File: config.mk
export PLATFORM = sky130hd
export DESIGN_NAME = fetch_buffer_flat
export DESIGN_NICKNAME = d
export VERILOG_FILES = /design/src/rtl/fetch_pkg.sv /design/src/rtl/fetch_buffer_if.sv /design/src/rtl/fetch_slot_ring.sv /design/src/rtl/fetch_buffer.sv /design/src/flat_wrapper.sv
export SDC_FILE = /design/constraint.sdc
export NUM_CORES = 1
export LEC_CHECK = 0
export CAP_MARGIN = 30
export CELL_PAD_IN_SITES_DETAIL_PLACEMENT = 1
export CELL_PAD_IN_SITES_GLOBAL_PLACEMENT = 1
export CORE_UTILIZATION = 48
export CTS_BUF_LIST = sky130_fd_sc_hd__clkbuf_16
export CTS_CLUSTER_DIAMETER = 120
export DETAILED_ROUTE_END_ITERATION = 16
export PLACE_DENSITY_LB_ADDON = 0.1
export SYNTH_ARGS = -nofsm -noshare
export SYNTH_HDL_FRONTEND = slang
export SYNTH_SLANG_ARGS = --single-unit
File: constraint.sdc
create_clock -name clock -period 5.8 [get_ports clock]
set_input_delay 1.16 -clock clock [delete_from_list [all_inputs] [get_ports clock]]
set_output_delay 1.16 -clock clock [all_outputs]
set_load 0.02 [all_outputs]
File: src/rtl/fetch_pkg.sv
// Shared definitions for the instruction fetch buffer: redirect-type encodings,
// the default trap vector and the slot record held in the fetch ring.
package fetch_pkg;

  localparam int FETCH_XLEN = 32;
  localparam logic [31:0] DEFAULT_VECTOR = 32'h0000_0040;

  typedef enum logic [1:0] {
    PCSEL_IMD   = 2'b00,
    PCSEL_REGA  = 2'b01,
    PCSEL_INDEX = 2'b10,
    PCSEL_VEC   = 2'b11
  } pcsel_e;

  // One ring entry; data fields are sized for FETCH_XLEN.
  typedef struct packed {
    logic                  busy;
    logic                  filled;
    logic [FETCH_XLEN-1:0] nextpc;
    logic [FETCH_XLEN-1:0] instr;
  } slot_t;

endpackage

File: src/rtl/fetch_buffer_if.sv
// Bundles the instruction-memory port, the decode handshake and the redirect
// inputs of the fetch buffer; master is the fetch side, slave the environment.
interface fetch_buffer_if
  import fetch_pkg::*;
#(
  parameter int XLEN    = FETCH_XLEN,
  parameter int IADDR_W = 7
) ();

  logic               imem_req;
  logic [IADDR_W-1:0] imem_addr;
  logic               imem_ready;
  logic               imem_rvalid;
  logic [XLEN-1:0]    imem_rdata;

  logic               id_stall;
  logic               if_id_valid;
  logic [XLEN-1:0]    if_id_instruc;
  logic [XLEN-1:0]    if_id_nextpc;

  logic               id_if_selpcsource;
  logic [1:0]         id_if_selpctype;
  logic [XLEN-1:0]    id_if_rega;
  logic [XLEN-1:0]    id_if_pcimd2ext;
  logic [XLEN-1:0]    id_if_pcindex;
  logic               fetch_misalign;

  modport master (
    output imem_req, imem_addr,
    input  imem_ready, imem_rvalid, imem_rdata,
    input  id_stall,
    output if_id_valid, if_id_instruc, if_id_nextpc,
    input  id_if_selpcsource, id_if_selpctype, id_if_rega, id_if_pcimd2ext, id_if_pcindex,
    output fetch_misalign
  );

  modport slave (
    input  imem_req, imem_addr,
    output imem_ready, imem_rvalid, imem_rdata,
    output id_stall,
    input  if_id_valid, if_id_instruc, if_id_nextpc,
    output id_if_selpcsource, id_if_selpctype, id_if_rega, id_if_pcimd2ext, id_if_pcindex,
    input  fetch_misalign
  );

endinterface

File: src/rtl/fetch_slot_ring.sv
// Ring of fetch slots with independent allocate (tail), fill and dequeue (head)
// pointers; flush clears every slot and rewinds all pointers.
module fetch_slot_ring
  import fetch_pkg::*;
#(
  parameter int  XLEN  = 32,
  parameter int  DEPTH = 4,
  localparam int CNT_W = $clog2(DEPTH + 1)
) (
  input  logic             clock,
  input  logic             reset,
  input  logic             allocate,
  input  logic [XLEN-1:0]  alloc_nextpc,
  input  logic             fill,
  input  logic [XLEN-1:0]  fill_data,
  input  logic             dequeue,
  input  logic             flush,
  output logic             full,
  output logic [CNT_W-1:0] unfilled_cnt,
  output logic             head_valid,
  output logic [XLEN-1:0]  head_instr,
  output logic [XLEN-1:0]  head_nextpc
);

  localparam int PTR_W = $clog2(DEPTH);

  slot_t            slots [DEPTH];
  logic [PTR_W-1:0] tail_ptr, fill_ptr, head_ptr;
  logic [CNT_W-1:0] busy_cnt;

  always_comb begin
    busy_cnt     = '0;
    unfilled_cnt = '0;
    for (int i = 0; i < DEPTH; i++) begin
      busy_cnt     = busy_cnt + CNT_W'(slots[i].busy);
      unfilled_cnt = unfilled_cnt + CNT_W'(slots[i].busy & ~slots[i].filled);
    end
  end

  assign full        = (busy_cnt == CNT_W'(DEPTH));
  assign head_valid  = slots[head_ptr].busy & slots[head_ptr].filled;
  assign head_instr  = XLEN'(slots[head_ptr].instr);
  assign head_nextpc = XLEN'(slots[head_ptr].nextpc);

  // Allocate, fill and dequeue never touch the same slot in one cycle, so
  // their field updates can be issued independently.
  always_ff @(posedge clock) begin
    if (reset || flush) begin
      for (int i = 0; i < DEPTH; i++) slots[i] <= '0;
      tail_ptr <= '0;
      fill_ptr <= '0;
      head_ptr <= '0;
    end else begin
      if (allocate) begin
        slots[tail_ptr].busy   <= 1'b1;
        slots[tail_ptr].filled <= 1'b0;
        slots[tail_ptr].nextpc <= FETCH_XLEN'(alloc_nextpc);
        tail_ptr               <= tail_ptr + PTR_W'(1);
      end
      if (fill) begin
        slots[fill_ptr].filled <= 1'b1;
        slots[fill_ptr].instr  <= FETCH_XLEN'(fill_data);
        fill_ptr               <= fill_ptr + PTR_W'(1);
      end
      if (dequeue) begin
        slots[head_ptr].busy   <= 1'b0;
        slots[head_ptr].filled <= 1'b0;
        head_ptr               <= head_ptr + PTR_W'(1);
      end
    end
  end

endmodule

File: src/rtl/fetch_buffer.sv
// Instruction fetch buffer: PC generation, redirect/flush with stale-response
// dropping, and a slot ring feeding decode. FETCH_ALIGN_CHECK_EN enables traps
// on misaligned redirect targets.
module fetch_buffer
  import fetch_pkg::*;
#(
  parameter int              XLEN    = 32,
  parameter int              DEPTH   = 4,
  parameter int              IADDR_W = 7,
  parameter logic [XLEN-1:0] VECTOR  = XLEN'(DEFAULT_VECTOR)
) (
  input logic            clock,
  input logic            reset,
  fetch_buffer_if.master bus
);

  localparam int CNT_W = $clog2(DEPTH + 1);

  logic [XLEN-1:0]  pc, pc_plus4, target_raw, target;
  logic [CNT_W-1:0] drop_cnt, unfilled_cnt;
  logic             redirect, ring_full, req, accept, fill_en, dequeue, head_valid;

  assign redirect = bus.id_if_selpcsource;
  assign pc_plus4 = pc + XLEN'(4);
  assign req      = ~reset & ~redirect & ~ring_full;
  assign accept   = req & bus.imem_ready;
  assign fill_en  = bus.imem_rvalid & (drop_cnt == '0) & ~redirect;
  assign dequeue  = head_valid & ~bus.id_stall & ~redirect;

  assign bus.imem_req    = req;
  assign bus.imem_addr   = pc[IADDR_W+1:2];
  assign bus.if_id_valid = head_valid;

  always_comb begin
    target_raw = bus.id_if_pcimd2ext;
    case (pcsel_e'(bus.id_if_selpctype))
      PCSEL_REGA:  target_raw = bus.id_if_rega;
      PCSEL_INDEX: target_raw = bus.id_if_pcindex;
      PCSEL_VEC:   target_raw = VECTOR;
      default:     target_raw = bus.id_if_pcimd2ext;
    endcase
  end

`ifdef FETCH_ALIGN_CHECK_EN
  logic misaligned, misalign_q;

  assign misaligned         = (target_raw[1:0] != 2'b00);
  assign target             = misaligned ? VECTOR : target_raw;
  assign bus.fetch_misalign = misalign_q;

  always_ff @(posedge clock) begin
    if (reset) misalign_q <= 1'b0;
    else       misalign_q <= redirect & misaligned;
  end
`else
  assign target             = target_raw & ~XLEN'(3);
  assign bus.fetch_misalign = 1'b0;
`endif

  always_ff @(posedge clock) begin
    if (reset)         pc <= '0;
    else if (redirect) pc <= target;
    else if (accept)   pc <= pc_plus4;
  end

  // Requests still in flight at a redirect are counted so their responses can
  // be discarded; one arriving in the redirect cycle itself is already gone.
  always_ff @(posedge clock) begin
    if (reset)
      drop_cnt <= '0;
    else if (redirect)
      drop_cnt <= unfilled_cnt - CNT_W'(bus.imem_rvalid && (drop_cnt == '0));
    else if (bus.imem_rvalid && (drop_cnt != '0))
      drop_cnt <= drop_cnt - CNT_W'(1);
  end

  fetch_slot_ring #(
    .XLEN  (XLEN),
    .DEPTH (DEPTH)
  ) u_ring (
    .clock        (clock),
    .reset        (reset),
    .allocate     (accept),
    .alloc_nextpc (pc_plus4),
    .fill         (fill_en),
    .fill_data    (bus.imem_rdata),
    .dequeue      (dequeue),
    .flush        (redirect),
    .full         (ring_full),
    .unfilled_cnt (unfilled_cnt),
    .head_valid   (head_valid),
    .head_instr   (bus.if_id_instruc),
    .head_nextpc  (bus.if_id_nextpc)
  );

endmodule

File: src/flat_wrapper.sv
// flat-port wrapper written by rule: the top's interface ports become plain ports
module fetch_buffer_flat import fetch_pkg::*;
#(
  parameter int              XLEN    = 32,
  parameter int              DEPTH   = 4,
  parameter int              IADDR_W = 7,
  parameter logic [XLEN-1:0] VECTOR  = XLEN'(DEFAULT_VECTOR)
)
  (clock, reset, bus_imem_req, bus_imem_addr, bus_imem_ready, bus_imem_rvalid, bus_imem_rdata, bus_id_stall, bus_if_id_valid, bus_if_id_instruc, bus_if_id_nextpc, bus_id_if_selpcsource, bus_id_if_selpctype, bus_id_if_rega, bus_id_if_pcimd2ext, bus_id_if_pcindex, bus_fetch_misalign);
  fetch_buffer_if #(.XLEN(XLEN), .IADDR_W(IADDR_W)) bus_i ();
  input logic clock;
  input logic reset;
  output wire logic [$bits(bus_i.imem_req)-1:0] bus_imem_req;
  output wire logic [$bits(bus_i.imem_addr)-1:0] bus_imem_addr;
  input wire logic [$bits(bus_i.imem_ready)-1:0] bus_imem_ready;
  input wire logic [$bits(bus_i.imem_rvalid)-1:0] bus_imem_rvalid;
  input wire logic [$bits(bus_i.imem_rdata)-1:0] bus_imem_rdata;
  input wire logic [$bits(bus_i.id_stall)-1:0] bus_id_stall;
  output wire logic [$bits(bus_i.if_id_valid)-1:0] bus_if_id_valid;
  output wire logic [$bits(bus_i.if_id_instruc)-1:0] bus_if_id_instruc;
  output wire logic [$bits(bus_i.if_id_nextpc)-1:0] bus_if_id_nextpc;
  input wire logic [$bits(bus_i.id_if_selpcsource)-1:0] bus_id_if_selpcsource;
  input wire logic [$bits(bus_i.id_if_selpctype)-1:0] bus_id_if_selpctype;
  input wire logic [$bits(bus_i.id_if_rega)-1:0] bus_id_if_rega;
  input wire logic [$bits(bus_i.id_if_pcimd2ext)-1:0] bus_id_if_pcimd2ext;
  input wire logic [$bits(bus_i.id_if_pcindex)-1:0] bus_id_if_pcindex;
  output wire logic [$bits(bus_i.fetch_misalign)-1:0] bus_fetch_misalign;
  assign bus_imem_req = bus_i.imem_req;
  assign bus_imem_addr = bus_i.imem_addr;
  assign bus_i.imem_ready = bus_imem_ready;
  assign bus_i.imem_rvalid = bus_imem_rvalid;
  assign bus_i.imem_rdata = bus_imem_rdata;
  assign bus_i.id_stall = bus_id_stall;
  assign bus_if_id_valid = bus_i.if_id_valid;
  assign bus_if_id_instruc = bus_i.if_id_instruc;
  assign bus_if_id_nextpc = bus_i.if_id_nextpc;
  assign bus_i.id_if_selpcsource = bus_id_if_selpcsource;
  assign bus_i.id_if_selpctype = bus_id_if_selpctype;
  assign bus_i.id_if_rega = bus_id_if_rega;
  assign bus_i.id_if_pcimd2ext = bus_id_if_pcimd2ext;
  assign bus_i.id_if_pcindex = bus_id_if_pcindex;
  assign bus_fetch_misalign = bus_i.fetch_misalign;
  fetch_buffer #(.XLEN(XLEN), .DEPTH(DEPTH), .IADDR_W(IADDR_W), .VECTOR(VECTOR)) u_core (.clock(clock), .reset(reset), .bus(bus_i));
endmodule
==> impl_metrics.py <==
metrics = {
    "run_status": {
        "run_status": "completed",
    },
    "sta": {
        "timing.setup.tns_ns": 0,
        "min_period_ns": 4.24,
        "grt_setup_unrepaired": "false",
        "tightest_pin_transition_ns": 0.911,
        "timing.final.crit_share_pct": 73.1,
        "report.final.hold_viol_count": 0,
        "slew_headroom_pct": 39.0,
        "worst_clock_skew_ns": 0.0121,
        "hold-worst-slack_ns": 0.511,
        "finalSetupViolCount": 0,
        "max_clock_freq_ghz": 0.236,
        "timing.final.max_slew_violations": 0,
    },
    "worst_setup_path": {
        "required_arrival_time_at_the_worst_endpoint_ns": 4.64,
        "launching_element_type_of_the_critical_path": "flip-flop",
        "worst_r2r_startpoint": "u_core.u_ring.slots[2][65]$_SDFFE_PP0P_",
        "timing.critical_path.cells": "buf_4 > mux4_2 > clkdlybuf4s50_1",
        "ff2ff_path_depth": 8,
        "worst-endpoint-arrival_ns": 3.08,
        "critical_path_buf_inv_count": 2,
        "cp_top_family": "buffers and inverters",
        "worst-path-max-fanout": 40,
        "reg2reg_slack_ns": 2.36,
        "critical_path.reg2reg.endpoint": "u_core.pc[17]$_SDFFE_PP0P_",
        "cp_slowest_stage_delay_ns": 0.90,
        "critical_path_class": "flip-flop to primary output",
        "critical-path-slowest-cell": "dfxtp_4",
        "critical_path.endpoint_type": "primary output",
    },
    "clock_tree": {
        "ctsHtreeMaxLevel": 1,
        "worst_skew_pair.late_latency_ns": 0.58,
        "clkTransAtPathRegs_ns": 0.06,
        "post-cts-setup-buffer-count": 0,
        "tritoncts.num_buffers": 31,
        "numClockSinks": 297,
        "clock_tree.buffer_depth": 3,
        "cts.root.buffer_cell": "clkbuf_16",
        "cts-resized-gates": 0,
        "clock_tree_from_tritoncts": "built",
        "holdBufCountCts": 0,
    },
    "hold_path": {
        "hp-start": "u_core.u_ring.slots[3][65]$_SDFFE_PP0P_",
        "hold_path.class": "flip-flop to flip-flop",
        "end_point_of_the_worst_hold_path": "u_core.u_ring.slots[3][65]$_SDFFE_PP0P_",
        "hold-path-cell-count": 2,
    },
    "yosys": {
        "netlist-cell-type-count": 67,
        "synth-warning-count": 0,
        "syn_inst": 1163,
        "synth.area.top_cells": "edfxtp_1 51%, mux4_2 9.6%, dfxtp_1 6.7%, and2_1 5.6%, nor2_1 2.4%",
        "yosys-mux-area-fraction_pct": 12.3,
        "synth_area_leader": "edfxtp_1",
        "avgSynthCellArea_um2": 12.7,
        "largest_family_of_logic_cells_by_synthesized_area": "simple AND/OR/NAND/NOR gates",
        "synth-simple-area-share_pct": 15.5,
        "synth-edff-count": 248,
        "synth-compound-area-share_pct": 8.26,
        "synth.cell_area_mm2": 0.0147,
        "synthArstFlopShare_pct": 0,
        "portion_of_the_post_synthesis_area_used_by_sequential_elements_pct": 57.2,
        "yosys.area_share.adder_pct": 1.68,
        "yosys.area.top_type_share_pct": 50.5,
        "synth_flop_cell": "edfxtp_1",
        "yosys.area_share.xor_xnor_pct": 1.19,
        "synth.ff_latch_count": 297,
    },
    "route": {
        "routed_wl_mm": 40.4,
        "starting_drc_count_in_detailed_routing": 795,
        "wl_per_cell_um": 23.3,
        "ant_nets": 0,
        "routed-via-count": 10400,
        "drt_drc_violations_left": 0,
        "route.detailed.vias_per_inst": 5.97,
        "detail_route.first_pass.iterations": 5,
    },
    "placement": {
        "dpl-instance-area_mm2": 0.0170,
        "gp_routability_congestion": 0.820,
        "hpwlAfterDp_mm": 26.3,
        "port_buffers": 200,
    },
    "global_route": {
        "grt_antenna_before_repair": 0,
        "gr-total-overflow": 0,
        "wire_length_of_the_first_global_routing_pass_mm": 62.8,
        "grt_pass1_vias": 11000,
        "grt_util_all_layers_pct": 26.2,
        "grt_max_degree": 64,
    },
    "power_and_ir_drop": {
        "power_density_mw_per_mm2": 278,
        "ir_drop_mv": 0.228,
        "power.static_leakage_nw": 6.49,
    },
    "layout": {
        "final_nets": 1473,
        "layout-area-overhead-vs-synth_pct": 22.4,
        "diodes": 0,
        "total_area_of_multi_input_combinational_cells_mm2": 0.00576,
        "final_design_area_no_fill_mm2": 0.0180,
        "final-seq-area_mm2": 0.00843,
        "final.fill_count": 2958,
        "final_layout_size_suffix_gt1_share_pct": 11.6,
    },
    "floorplanning": {
        "die_height_um": 177,
        "die_w_um": 177,
        "core-area_mm2": 0.0300,
        "rows": 63,
        "die_area_mm2": 0.0314,
        "pin_count": 210,
        "initial_core_util_pct": 49.2,
    },
    "job": {
        "cap_violations": 0,
    },
}
Yosys cell counts, drive strengths merged, types with 12 or more instances:
| cell type | instances |
|---|---|
| inv | 24 |
| nand2 | 46 |
| o211ai | 12 |
| clkbuf | 74 |
| nand4 | 20 |
| ha | 15 |
| mux4 | 63 |
| a21oi | 68 |
| or4 | 16 |
| buf | 32 |
| nand3 | 23 |
| nor3 | 16 |
| edfxtp | 248 |
| o21ai | 19 |
| xnor2 | 14 |
| and2 | 131 |
| mux2i | 33 |
| nor2 | 93 |
| a31oi | 14 |
| dfxtp | 49 |
where the power goes:
group / switching (mW) / total (mW) / internal (mW)
clock network: 0.846 / 2.04 / 1.19
logic: 0.255 / 0.488 / 0.233
registers: 0.0680 / 2.48 / 2.41
total: 1.17 / 5.01 / 3.84
cell usage in the layout (no fill, tap or decap), types with 6 or more instances in the layout:
cell             count
edfxtp_1           248
and4_1              11
mux2i_1             33
xor2_1               6
o31ai_1              6
ha_1                15
nand2_1             45
buf_4               26
nand4_1             19
o211ai_1            12
nor3_1              16
o21ai_0             19
or3_1               10
clkinv_1            11
and3_1               8
clkdlybuf4s50_1    199
mux4_2              63
nor2_1              92
nand2b_1             8
nor4_1              11
nand3_1             23
a32oi_1              7
a21oi_1             68
or4_1               13
inv_1               28
a31oi_1             14
mux2_2               6
and2_1             131
o2bb2ai_1           11
dfxtp_1             47
xnor2_1             14
clkbuf_16           31
per-layer routing:
metal	GRT usage, %	wire [um]	up-vias
met5	0	0	-
met4	7.00	826	0
met1	34.2	16900	5224
li1	-	-	4706
met2	45.6	20400	355
met3	3.78	2300	66
through the flow:
stage,total power [mW],instances,util [%],setup WS (ns)
after floorplan,2.76,1165,-,2.09
after global placement,2.99,1675,56.7,1.49
after detailed placement,3.01,1675,56.7,1.47
after CTS,5.04,1732,60.1,1.47
after global routing,5.15,1733,60.2,1.36
final,5.01,1733,60.2,1.56
how the worst max path moves through the flow:
stage                                                 endpoint  cells past startpoint                  start
after global routing                      bus_if_id_instruc[3]                      3              flip-flop
after CTS                                 bus_if_id_instruc[3]                      3              flip-flop
after floorplan           u_core.u_ring.slots[0][34]$_DFFE_PP_                      7                  reset
after detailed placement  u_core.u_ring.slots[0][34]$_DFFE_PP_                      7  bus_id_if_selpcsource
final                                     bus_if_id_instruc[3]                      3              flip-flop
after global placement    u_core.u_ring.slots[0][40]$_DFFE_PP_                      7  bus_id_if_selpcsource
state kept, by name, summed over array words and instances, names as in the netlist, named ones only:
| signal | flops |
|---|---|
| u_core.pc | 30 |
| u_core.u_ring.fill_ptr | 2 |
| u_core.drop_cnt | 3 |
| u_core.u_ring.tail_ptr | 2 |
| u_core.u_ring.head_ptr | 2 |
| u_core.u_ring.slots | 256 |
kinds of logic after synthesis:
group | count (synthesis)
mux | 102
fa+ha+maj | 18
buf+inv | 131
other cells | 1
simple gates | 411
flops | 297
xor+xnor | 20
compound gates | 183
tightest hold or removal path: cells and delay by family, from the launching register on:
| kind | cells | cell delay, ns |
|---|---|---|
| flops | 1 | 0.35 |
| simple gates | 1 | 0.07 |
| compound gates | 1 | 0.04 |
final cells by class:
type	instances	share of cell area [%]
inverter	25	0.520
clock inverter	26	1.42
sequential	297	46.8
clock buffer	31	4.30
multi-input combinational	737	32.0
timing repair buffer	227	12.3
tap	390	2.71
Power figures use the tool's default switching activity.
